### src/rtl/sample_avg_spi_pkg.sv
// Shared definitions for the sample averager and its SPI frame transmitter.
//   CodeWidth  - width of one conversion code
//   FrameWidth - width of one SPI frame: {sequence, result}
//   SeqWidth   - width of the frame sequence number
//   tx_state_e - transmitter FSM states
package sample_avg_spi_pkg;

    localparam int unsigned CodeWidth  = 8;
    localparam int unsigned FrameWidth = 16;
    localparam int unsigned SeqWidth   = FrameWidth - CodeWidth;

    typedef enum logic [2:0] {
        StIdle,
        StLead,
        StShift,
        StTrail,
        StGap
    } tx_state_e;

endpackage

### src/rtl/spi_frame_tx.sv
// SPI mode-0 frame transmitter: clock divider, 16-bit shift register and framing FSM.
//   clk      - system clock
//   rst      - asynchronous active-low reset
//   start    - load frame and begin transmission (ignored unless idle)
//   frame    - frame to send, MSB first
//   spi_csn  - chip select, active-low (registered)
//   spi_clk  - SPI clock, idle low (registered)
//   spi_mosi - serial data, forced low while spi_csn is high (registered)
//   busy     - high in every state other than idle (registered)
module spi_frame_tx
    import sample_avg_spi_pkg::*;
#(
    parameter int unsigned CLK_DIV = 2
) (
    input  logic                  clk,
    input  logic                  rst,
    input  logic                  start,
    input  logic [FrameWidth-1:0] frame,
    output logic                  spi_csn,
    output logic                  spi_clk,
    output logic                  spi_mosi,
    output logic                  busy
);

    localparam logic [7:0] DivLast = 8'(CLK_DIV - 1);

    tx_state_e             state_q, state_d;
    logic [7:0]            div_q, div_d;
    logic [4:0]            half_q, half_d;
    logic [FrameWidth-1:0] shreg_q, shreg_d;
    logic                  csn_q, csn_d;
    logic                  sclk_q, sclk_d;
    logic                  mosi_q, mosi_d;
    logic                  busy_q, busy_d;
    logic                  tick;

    assign tick = (div_q == DivLast);

    always_comb begin
        state_d = state_q;
        div_d   = 8'd0;
        half_d  = half_q;
        shreg_d = shreg_q;

        if (state_q != StIdle) begin
            div_d = tick ? 8'd0 : div_q + 8'd1;
        end

        unique case (state_q)
            StIdle: begin
                if (start) begin
                    shreg_d = frame;
                    half_d  = 5'd0;
                    state_d = StLead;
                end
            end
            StLead: begin
                if (tick) begin
                    state_d = StShift;
                end
            end
            // 32 half-periods, even = low, odd = high. Leaving an odd half is a
            // falling edge: advance data there; the 16th fall enters TRAIL.
            StShift: begin
                if (tick) begin
                    half_d = half_q + 5'd1;
                    if (half_q[0]) begin
                        shreg_d = {shreg_q[FrameWidth-2:0], 1'b0};
                    end
                    if (half_q == 5'd31) begin
                        state_d = StTrail;
                    end
                end
            end
            StTrail: begin
                if (tick) begin
                    state_d = StGap;
                end
            end
            StGap: begin
                if (tick) begin
                    state_d = StIdle;
                end
            end
            default: state_d = StIdle;
        endcase

        // Outputs are decoded from next state so they land in flops.
        csn_d  = !(state_d inside {StLead, StShift, StTrail});
        sclk_d = (state_d == StShift) && half_d[0];
        mosi_d = !csn_d && shreg_d[FrameWidth-1];
        busy_d = (state_d != StIdle);
    end

    always_ff @(posedge clk or negedge rst) begin
        if (!rst) begin
            state_q <= StIdle;
            div_q   <= 8'd0;
            half_q  <= 5'd0;
            shreg_q <= '0;
            csn_q   <= 1'b1;
            sclk_q  <= 1'b0;
            mosi_q  <= 1'b0;
            busy_q  <= 1'b0;
        end else begin
            state_q <= state_d;
            div_q   <= div_d;
            half_q  <= half_d;
            shreg_q <= shreg_d;
            csn_q   <= csn_d;
            sclk_q  <= sclk_d;
            mosi_q  <= mosi_d;
            busy_q  <= busy_d;
        end
    end

    assign spi_csn  = csn_q;
    assign spi_clk  = sclk_q;
    assign spi_mosi = mosi_q;
    assign busy     = busy_q;

endmodule

### src/rtl/sample_avg_spi.sv
// Averages 2^N_AVG_LOG2 conversion codes and sends each average as a 16-bit SPI frame
// {sequence, result}. Results completing while a frame is in flight are dropped.
//   clk        - system clock
//   rst        - asynchronous active-low reset
//   code       - conversion code
//   code_valid - one-cycle strobe qualifying code
//   spi_csn    - SPI chip select, active-low
//   spi_clk    - SPI clock, mode 0
//   spi_mosi   - SPI data, MSB first
//   busy       - frame in flight
//   overrun    - sticky: a completed average was dropped
module sample_avg_spi
    import sample_avg_spi_pkg::*;
#(
    parameter int unsigned N_AVG_LOG2 = 2,
    parameter int unsigned CLK_DIV    = 2
) (
    input  logic                 clk,
    input  logic                 rst,
    input  logic [CodeWidth-1:0] code,
    input  logic                 code_valid,
    output logic                 spi_csn,
    output logic                 spi_clk,
    output logic                 spi_mosi,
    output logic                 busy,
    output logic                 overrun
);

    localparam int unsigned AccW = CodeWidth + N_AVG_LOG2;
    // Keep a 1-bit counter when averaging a single sample.
    localparam int unsigned CntW = (N_AVG_LOG2 > 0) ? N_AVG_LOG2 : 1;
    localparam logic [CntW-1:0] CntLast = CntW'((1 << N_AVG_LOG2) - 1);

    logic [AccW-1:0]      acc_q, acc_d, sum;
    logic [CntW-1:0]      cnt_q, cnt_d;
    logic [SeqWidth-1:0]  seq_q, seq_d;
    logic                 overrun_q, overrun_d;
    logic [CodeWidth-1:0] result;
    logic                 complete;
    logic                 start;
    logic                 tx_busy;

    assign sum      = acc_q + AccW'(code);
    assign result   = CodeWidth'(sum >> N_AVG_LOG2);
    assign complete = code_valid && (cnt_q == CntLast);
    assign start    = complete && !tx_busy;

    always_comb begin
        acc_d     = acc_q;
        cnt_d     = cnt_q;
        seq_d     = seq_q;
        overrun_d = overrun_q;

        if (code_valid) begin
            if (complete) begin
                acc_d = '0;
                cnt_d = '0;
            end else begin
                acc_d = sum;
                cnt_d = cnt_q + CntW'(1);
            end
        end

        if (start) begin
            seq_d = seq_q + SeqWidth'(1);
        end
        if (complete && tx_busy) begin
            overrun_d = 1'b1;
        end
    end

    always_ff @(posedge clk or negedge rst) begin
        if (!rst) begin
            acc_q     <= '0;
            cnt_q     <= '0;
            seq_q     <= '0;
            overrun_q <= 1'b0;
        end else begin
            acc_q     <= acc_d;
            cnt_q     <= cnt_d;
            seq_q     <= seq_d;
            overrun_q <= overrun_d;
        end
    end

    spi_frame_tx #(
        .CLK_DIV (CLK_DIV)
    ) u_tx (
        .clk      (clk),
        .rst      (rst),
        .start    (start),
        .frame    ({seq_q, result}),
        .spi_csn  (spi_csn),
        .spi_clk  (spi_clk),
        .spi_mosi (spi_mosi),
        .busy     (tx_busy)
    );

    assign busy    = tx_busy;
    assign overrun = overrun_q;

endmodule

### config.mk
export PLATFORM = sky130hd
export DESIGN_NAME = sample_avg_spi
export DESIGN_NICKNAME = d
export VERILOG_FILES = /design/src/rtl/sample_avg_spi_pkg.sv /design/src/rtl/spi_frame_tx.sv /design/src/rtl/sample_avg_spi.sv
export SDC_FILE = /design/constraint.sdc
export NUM_CORES = 1
export LEC_CHECK = 0
export ABC_AREA = 1
export CAP_MARGIN = 20
export CORE_MARGIN = 1.5
export CORE_UTILIZATION = 57
export DETAILED_ROUTE_END_ITERATION = 12
export DONT_BUFFER_PORTS = 1
export PLACE_DENSITY_LB_ADDON = 0.1
export SYNTH_ARGS = -nofsm -noshare
export SYNTH_HDL_FRONTEND = slang
export SYNTH_SLANG_ARGS = --single-unit
### constraint.sdc
create_clock -name clk -period 1.6 [get_ports clk]
set_input_delay 0.32 -clock clk [delete_from_list [all_inputs] [get_ports clk]]
set_output_delay 0.32 -clock clk [all_outputs]
set_load 0.05 [all_outputs]
== Yosys cells after proc, flatten, opt, wreduce, memory -nomap -nowiden ==
Cells that the tools add are included.

* Input port bits: 11
* Register bits: 57
* Output and inout bits: 5
* Logic and storage cells: 64

* Reduce and logical (&&, ||, !) cells: 14
* $add $sub $neg: 5
* Equal/unequal tests: 13
* Muxes and demuxes: 18

{| class="wikitable"
|+ Operators by type and width
! cell !! count
|-
| $mux 16 || 3
|-
| $pmux 16 s2 || 1
|-
| $mux 3 || 6
|-
| $add 8x1->8 const B || 2
|-
| $mux 8 || 2
|-
| $pmux 3 s5 || 1
|-
| $eq 3x2->1 const B || 4
|-
| $add 10x8->10 || 1
|-
| $mux 10 || 1
|-
| $mux 5 || 2
|-
| $pmux 5 s2 || 1
|-
| $reduce_bool 3->1 || 3
|-
| $eq 8x1->1 const B || 1
|-
| $eq 3x1->1 const B || 2
|-
| $add 5x1->5 const B || 1
|-
| $eq 5x5->1 const B || 1
|-
| $logic_and 1x1->1 || 5
|-
| $ne 2x1->1 const B || 2
|-
| $reduce_and 4->1 || 1
|-
| $eq 3x3->1 const B || 1
|-
| $logic_not 3->1 || 1
|-
| $reduce_and 3->1 || 1
|-
| $add 2x1->2 const B || 1
|-
| $eq 2x2->1 const B || 1
|-
| other kinds (4) || 5
|}

== Depth between registers and ports, before layout ==
* Depth after elaboration: 8
* Gate-level depth with buffers: 10

== Cells and area by module ==
A second synthesis with hierarchy kept.

* Cell total of the unflattened synthesis: 412
* Area total of the unflattened synthesis: 3295.7 um^2

{| class="wikitable"
|+ Modules (own cells, without submodules)
! module !! cells each !! area an instance (um^2) !! instances
|-
| spi_frame_tx || 251 || 1969.4 || 1
|-
| sample_avg_spi || 161 || 1326.3 || 1
|}

== Worst setup path after synthesis ==
Ideal clock, no wire load.

* Path type: flip-flop to flip-flop
* Start point: reg acc_q[0]
* End point: reg acc_q[8]
* Data required time: 1.466 ns
* Path buffers: 0
* Cell stages (with the launch flop): 10
* Setup slack: -0.117 ns
* Arrival time: 1.583 ns
* Cell sequence: dfrtp_1 > ha_1 > inv_1 > fa_1 > o21ai_0 > nand2_1 > nand2_1 > nand2_1 > nand3_1 > o21ai_0

* Cells in the longest elaborated chain, start to end: 2

{| class="wikitable"
|+ Ends and longest elaborated chain
! what !! RTL line !! text
|-
| start: declaration || sample_avg_spi.sv:34 || <nowiki>logic [AccW-1:0] acc_q, acc_d, sum;</nowiki>
|-
| start signal: assignment || sample_avg_spi.sv:74 || <nowiki>acc_q <= '0;</nowiki>
|-
| start signal: assignment || sample_avg_spi.sv:79 || <nowiki>acc_q <= acc_d;</nowiki>
|-
| $add 10x8->10 || sample_avg_spi.sv:43 || <nowiki>assign sum = acc_q + AccW'(code);</nowiki>
|-
| $mux 10 || sample_avg_spi.sv:55 || <nowiki>if (complete) begin</nowiki>
|}

No other way between the ends.
A chain may end at the register's enable or synchronous reset.

== Worst setup path after layout ==
* Start point: reg acc_q[6]
* End point: reg acc_q[9]

Same word-level chain as after synthesis.

==> flow_metrics.env <==
export IMPL_setup_viol_count_final=8
export IMPL_overflow=0
export IMPL_path_depth=8
export IMPL_slew_limit_headroom_pct=69.0
export IMPL_hold_path_class="input port to asynchronous set/reset pin"
export IMPL_netSwitchingFraction_pct=41.7
export IMPL_slew_viol_final=0
export IMPL_p_sw_mw=2.89
export IMPL_vias=2524
export IMPL_status="finished, violations left"
export IMPL_final_cells=478
export IMPL_post_route_min_period_ps=1670
export IMPL_cts_made_buffers=9
export IMPL_syn_to_final_growth_pct=24.1
export IMPL_yosysTopAreaCell="dfrtp_1"
export IMPL_post_dp_cell_area_um2=3270
export IMPL_synth_area_um2=3040
export IMPL_setup_ws_ps=-69.5
export IMPL_comb_power_share_pct=45.5
export IMPL_drive_gt1_share_pct=26.5
export IMPL_final_util_pct=73.4
export IMPL_grt_start_max_net_pins=58
export IMPL_synthArstFlopShare_pct=100
export IMPL_placed_cells=458
export IMPL_synth_top_cells_by_count="107 x nand2_1, 56 x dfrtp_1, 46 x nand3_1"
export IMPL_drt_pass1_iterations=5
export IMPL_synth_area_leaders="dfrtp_1 46%, nand2_1 13%, nand3_1 7.6%"
export IMPL_antenna_found_initial=0
export IMPL_pre_cts_ws_ps=-78.7
export IMPL_core_area_um2=5140
export IMPL_worstPathArrival_ps=1870
export IMPL_critical_path_class="flop to flop"
export IMPL_hpwl_um=4380
export IMPL_rsz0062_at_grt="true"
export IMPL_end_kind="flop"
export IMPL_drt_iter0_markers=187
export IMPL_path_cells="ha_1 > nand2_1 > nor2_1 > nand3_1 > nand3_1 > nand2_1 > nand3_1 > o21ai_0"
export IMPL_grt_usage_pct=23.4
export IMPL_grt_pass1_vias=2387
export IMPL_crit_path_start_kind="flop"
export IMPL_synth_cell_type_count=35
export IMPL_routed_wl_um=6590
export IMPL_final_area_um2=3770
export IMPL_crit_buf_inv=0
export IMPL_syn_mean_instance_area_um2=8.24
export IMPL_place_gp_congestion=0.867
export IMPL_cts_root_buffer="clkbuf_8"
export IMPL_yosysMostFrequentCell="nand2_1"
export IMPL_critPathRequiredTime_ps=1800
export IMPL_detail_route_wl_per_cell_um=13.8
export IMPL_tightest_slew_ps=465
export IMPL_port_buffers=0
export IMPL_clockBufferDepth=2
export IMPL_synth_top_cell_area_share_pct=46.1
export IMPL_max_clock_freq_ghz=0.599
export IMPL_violations="hold timing, setup timing"
export IMPL_viasPerCell=5.28
export IMPL_p_int_mw=4.05
export IMPL_yosysSeqAreaShare_pct=47.0
export IMPL_critPathMostFrequentCell="nand3_1"
export IMPL_hold_viol_final=57
export IMPL_drc=0
export IMPL_slowest_delay_ps=390
export IMPL_fin_tns_setup_ps=-280
export IMPL_p_leak_nw=1.91
export IMPL_num_antenna_cells=0
export IMPL_hold_slack_ps=-318
export IMPL_ir_worst_vdd_v=0.00106
export IMPL_die_x_um=76.0
export IMPL_antenna_left=0
export IMPL_finClkSkew_ps=9.04
export IMPL_synthCells=369
export IMPL_r2r_cells=8
export IMPL_critPathMaxFanout=3
export IMPL_ios=16
export IMPL_htree_levels=3
export IMPL_drv_cap=0
export IMPL_synth_flop_cell="dfrtp_1"
export IMPL_power_density_nw_per_um2=1840
export IMPL_pwr_share_clk_pct=17.6
export IMPL_clk_latency_ps=330
export IMPL_crit_family="simple AND/OR/NAND/NOR gates"
export IMPL_synth_nets=395
export IMPL_crit_slowest_cell="dfrtp_1"
export IMPL_die_height_um=76.0
export IMPL_yosys_warnings=0
export IMPL_grt_pass1_wl_um=10800
export IMPL_cts_tree="yes"
export IMPL_min_period_over_period_pct=104
export IMPL_die_area_um2=5780
export IMPL_clock_sinks=57
export IMPL_clkTransAtPathRegs_ps=60
export IMPL_start_util_pct=59.2
export IMPL_layout_nets=429
export IMPL_rows=26
export IMPL_seqPwrFrac_pct=36.9
export IMPL_synth_enable_flop_cells=0
export IMPL_synth_seq_cells=57
[cell type report]
| class | count | area (um2) |
|---|---|---|
| multi-input cells | 266 | 1700 |
| flip-flops and latches | 57 | 1430 |
| fillers | 419 | 1370 |
| repair buffers | 27 | 221 |
| clock buffers | 16 | 180 |
| inverters | 42 | 160 |
| well taps | 70 | 87.6 |
[logic make-up (layout without fill, tap and decap cells)]
group                    count (synthesis)  after routing  synth area share, %
AND/OR/NAND/NOR                        213            213                 32.0
AO/OA/AOI/OAI                           27             27                 4.86
flip-flops                              57             57                 47.0
XOR/XNOR                                10             10                 2.88
buffers and inverters                   46             85                 6.50
multiplexers                             1              1                0.370
adder cells (fa/ha/maj)                 15             15                 6.42
[metrics by stage]
stage | hold WS [ps] | power [mW]
3_3_place_gp | 25.4 | 4.96
3_5_place_dp | 25.5 | 5.04
5_1_grt | -341 | 7.52
4_1_cts | -323 | 6.31
6_report | -318 | 6.94
2_1_floorplan | 24.4 | 4.27
[layer usage]
metal | GRT usage (%) | share of wire, % | wire, um | vias up
met5 | 0 | 0 | 0 | -
met3 | 4.43 | 4.2 | 275 | 18
li1 | - | - | - | 1260
met4 | 8.70 | 2.2 | 144 | 0
met2 | 35.7 | 47 | 3070 | 59
met1 | 33.7 | 47 | 3100 | 1187
[state kept, by name, indices dropped and copies added, names as in the netlist]
register,count
u_tx.shreg_q,16
acc_q,10
seq_q,8
u_tx.div_q,8
u_tx.half_q,5
u_tx.state_q,3
cnt_q,2
overrun,1
u_tx.busy,1
u_tx.spi_clk,1
u_tx.spi_csn,1
u_tx.spi_mosi,1
[what timing repair did]
item / 4_1_cts / 5_1_grt
endpoints found under the setup margin: 6 / 32
hold endpoints to repair: 57 / 57
pin swaps: 1 / 8
buffers inserted: 0 / 4
resized for setup: 2 / 69
[power by group through the flow]
stage,sequential (mW),combinational (mW),clock (mW)
floorplan,2.48,1.80,0
global placement,2.48,2.48,0
detailed placement,2.49,2.54,0
CTS,2.48,2.59,1.25
global route,2.63,3.55,1.34
finish,2.56,3.15,1.22
[path summary, 6_finish.rpt]
| check | slack [ps] | startpoint | endpoint |
|---|---|---|---|
| hold reg to reg | 470 | cnt_q[0]$_DFFE_PN0P_ | cnt_q[0]$_DFFE_PN0P_ |
| hold / removal | -320 | rst | acc_q[7]$_DFFE_PN0P_ |
| max in group asynchronous | 1720 | rst | u_tx.spi_csn$_DFF_PN1_ |
| setup / recovery | -70 | acc_q[6]$_DFFE_PN0P_ | acc_q[9]$_DFFE_PN0P_ |
| setup reg to reg | -70 | acc_q[6]$_DFFE_PN0P_ | acc_q[9]$_DFFE_PN0P_ |
| min in group clk | 80 | code_valid | cnt_q[0]$_DFFE_PN0P_ |
[placed cells by master (no fill, tap or decap), types with 6 or more instances in the layout]
cell and count:
nand2_2 16, nand3_2 16, xor2_1 7, o21ai_0 7
nand2_4 7, nor2_1 30, clkbuf_8 12, dfrtp_1 56
buf_4 23, nand2_1 87, inv_1 36, ha_1 8
nand3_1 30, a21oi_1 6
Note: power is estimated with default switching activity, not from simulation.
==> RTL change (same flow settings) <==
Add an input register stage for `code` and `code_valid`, with the module's reset; this delays them by one clock. Comments in the files are not updated.
--- a/src/rtl/sample_avg_spi.sv
+++ b/src/rtl/sample_avg_spi.sv
@@ -31,6 +31,19 @@
     localparam int unsigned CntW = (N_AVG_LOG2 > 0) ? N_AVG_LOG2 : 1;
     localparam logic [CntW-1:0] CntLast = CntW'((1 << N_AVG_LOG2) - 1);
 
+    logic [CodeWidth-1:0] code_q;
+    logic code_valid_q;
+
+    always_ff @(posedge clk or negedge rst) begin
+        if (!rst) begin
+            code_q       <= '0;
+            code_valid_q <= '0;
+        end else begin
+            code_q       <= code;
+            code_valid_q <= code_valid;
+        end
+    end
+
     logic [AccW-1:0]      acc_q, acc_d, sum;
     logic [CntW-1:0]      cnt_q, cnt_d;
     logic [SeqWidth-1:0]  seq_q, seq_d;
@@ -40,9 +53,9 @@
     logic                 start;
     logic                 tx_busy;
 
-    assign sum      = acc_q + AccW'(code);
+    assign sum      = acc_q + AccW'(code_q);
     assign result   = CodeWidth'(sum >> N_AVG_LOG2);
-    assign complete = code_valid && (cnt_q == CntLast);
+    assign complete = code_valid_q && (cnt_q == CntLast);
     assign start    = complete && !tx_busy;
 
     always_comb begin
@@ -51,7 +64,7 @@
         seq_d     = seq_q;
         overrun_d = overrun_q;
 
-        if (code_valid) begin
+        if (code_valid_q) begin
             if (complete) begin
                 acc_d = '0;
                 cnt_d = '0;
Function: changed (Yosys sat finds a counterexample within 10 cycles, from zero or initial values and one cycle with rst low).
==> RTL change against the unedited design <==
The run still ends with hold timing, setup timing left; synthesized area is 4.9% higher; maximum frequency is 1.2% higher; sequential share of layout area is 4.1 points higher; routed wire length is 1.1% higher; sequential cell count is 9 higher; worst hold slack worse by 0.017 ns; total power is 2.0% lower; worst setup slack better by 0.019 ns; non-clock buffer count is 8 higher; design area is 4.5% higher; critical endpoint is now acc_q[4]$_DFFE_PN0P_; largest cell class is now sequential cells.
==> RTL change: results (changes against the unedited design) <==
Finish
  – Filler cells: 407 (was 419)
  – Final nets: 422 (was 429)
  – Share of post-route cells with drive strength above 1: 22.7% (was 26.5%)
  – Design area: 0.00394 mm2 (was 0.00377 mm2)

Pwr
  – Lkg Pwr: 1.86 nW (was 1.91 nW)
  – Worst IR Drop VDD: 1050 uV (was 1060 uV)

STA
  – WHS: -0.335 ns (was -0.318 ns)
  – Setup ws final: -0.0502 ns (was -0.0695 ns)
  – Final Hold Fails: 66 (was 57)
  – Worst slew margin: 67.1% (was 69.0%)
  – # setup viols final: 4 (was 8)
  – Fin Setup TNS: -0.0839 ns (was -0.280 ns)

Route
  – Met3 routed WL: 326 um (was 275 um)
  – DRT iter0 DRCs: 177 (was 187)
  – Detailed Routing Iterations Pass 1: 4 (was 5)
  – Vias: 2,487 (was 2,524)
  – Final WL: 6.66 mm (was 6.59 mm)

Global route
  – Pin count of the biggest net entering global routing: 67 (was 58)
  – Global-route wire length before repair: 10.8 mm (about the same)
  – Vias in the first global route: 2,359 (was 2,387)

Logic synthesis
  – Post-synth top cells: 86 x nand2_1, 65 x dfrtp_1, 40 x inv_1, 38 x nand3_1, 29 x nor2_1 (was 107 x nand2_1, 56 x dfrtp_1, 46 x nand3_1, 39 x inv_1, 33 x nor2_1)
  – Synth area leaders: dfrtp_1 51%, nand2_1 10%, nand3_1 6.0%, ha_1 5.5%, inv_1 4.7% (was dfrtp_1 46%, nand2_1 13%, nand3_1 7.6%, ha_1 5.8%, inv_1 4.8%)
  – Syn_nets: 380 (was 395)
  – Seq/Total Area, Yosys: 51.8% (was 47.0%)
  – Post-Synthesis Cells: 354 (was 369)
  – Distinct cells, synth: 37 (was 35)

Clock network
  – Clk Latency, worst-skew pair: 0.35 ns (was 0.33 ns)
  – CTS clk-pin slew, worst paths: 0.08 ns (was 0.06 ns)

Outcome
  – Failing checks: hold timing, setup timing (unchanged)
  – Status: complete, but fails checks (unchanged)

Place
  – Placed Area: 0.00343 mm2 (was 0.00327 mm2)
  – DP Wirelength: 4.26 mm (was 4.38 mm)
  – Placed Instances: 444 (was 458)
  – Pre-CTS setup slack: -0.0766 ns (was -0.0787 ns)

Worst setup path
  – WP data arrival: 1.91 ns (was 1.87 ns)
RTL change: cell count changes after synthesis, sizes merged, moves of 4 or more:
cell	change
dfrtp	+9
nand2	-19
nand3	-8
o211ai	+6
o22ai	+4
RTL change: repair_timing:
item	in CTS	in global routing
resized for setup	3	37
pin swaps	1	4
endpoints found under the setup margin	11	23
endpoints found under the hold margin	75	66
setup buffers	0	4
RTL change: area by class of cell:
type	count	share of cell area, %
clock buffers	10	3.24
clock inverters	6	1.75
inverters	43	4.22
multi-input cells	241	38.9
flip-flops and latches	66	41.9
well taps	72	2.28
repair buffers	35	7.65
RTL change: cell families after synthesis:
| group | synth area share (%) |
|---|---|
| DFF | 51.8 |
| muxes | 0.353 |
| AOI/OAI and AO/OA | 6.95 |
| xor gates and xnor gates | 3.02 |
| buffers and inverters | 6.12 |
| adders and majority gates | 6.12 |
| and+or+nand+nor | 25.6 |
RTL change: worst register-to-register path: cells and delay by family, from the launching register on:
kind            cells  cell delay (ns)
xor+xnor            1             0.24
flops               1             0.35
compound gates      2             0.29
simple gates        1             0.10
fa+ha+maj           2             0.55
buf+inv             1             0.04
RTL change: layer usage:
metal / GRT usage [%] / up-vias
met2: 35.3 / 63
met3: 7.65 / 8
met5: 0 / -
met4: 7.45 / 0
met1: 31.5 / 1180
li1: - / 1236
RTL change: power by group:
group          leakage, nW  internal (mW)  switching [mW]
clock network       0.0847          0.721           0.672
logic                0.932           1.24            1.52
registers            0.845           2.14           0.508
RTL change: path summary, 6_finish.rpt:
check                                          to  slack [ns]  cells after the start
max                          acc_q[4]$_DFFE_PN0P_       -0.05                      7
min                           code_q[6]$_DFF_PN0_       -0.33                      0
max reg2reg                  acc_q[4]$_DFFE_PN0P_       -0.05                      7
min reg2reg                  seq_q[7]$_DFFE_PN0P_        0.47                      1
max in group asynchronous  u_tx.spi_csn$_DFF_PN1_        1.74                      0
min in group clk             seq_q[7]$_DFFE_PN0P_        0.47                      1
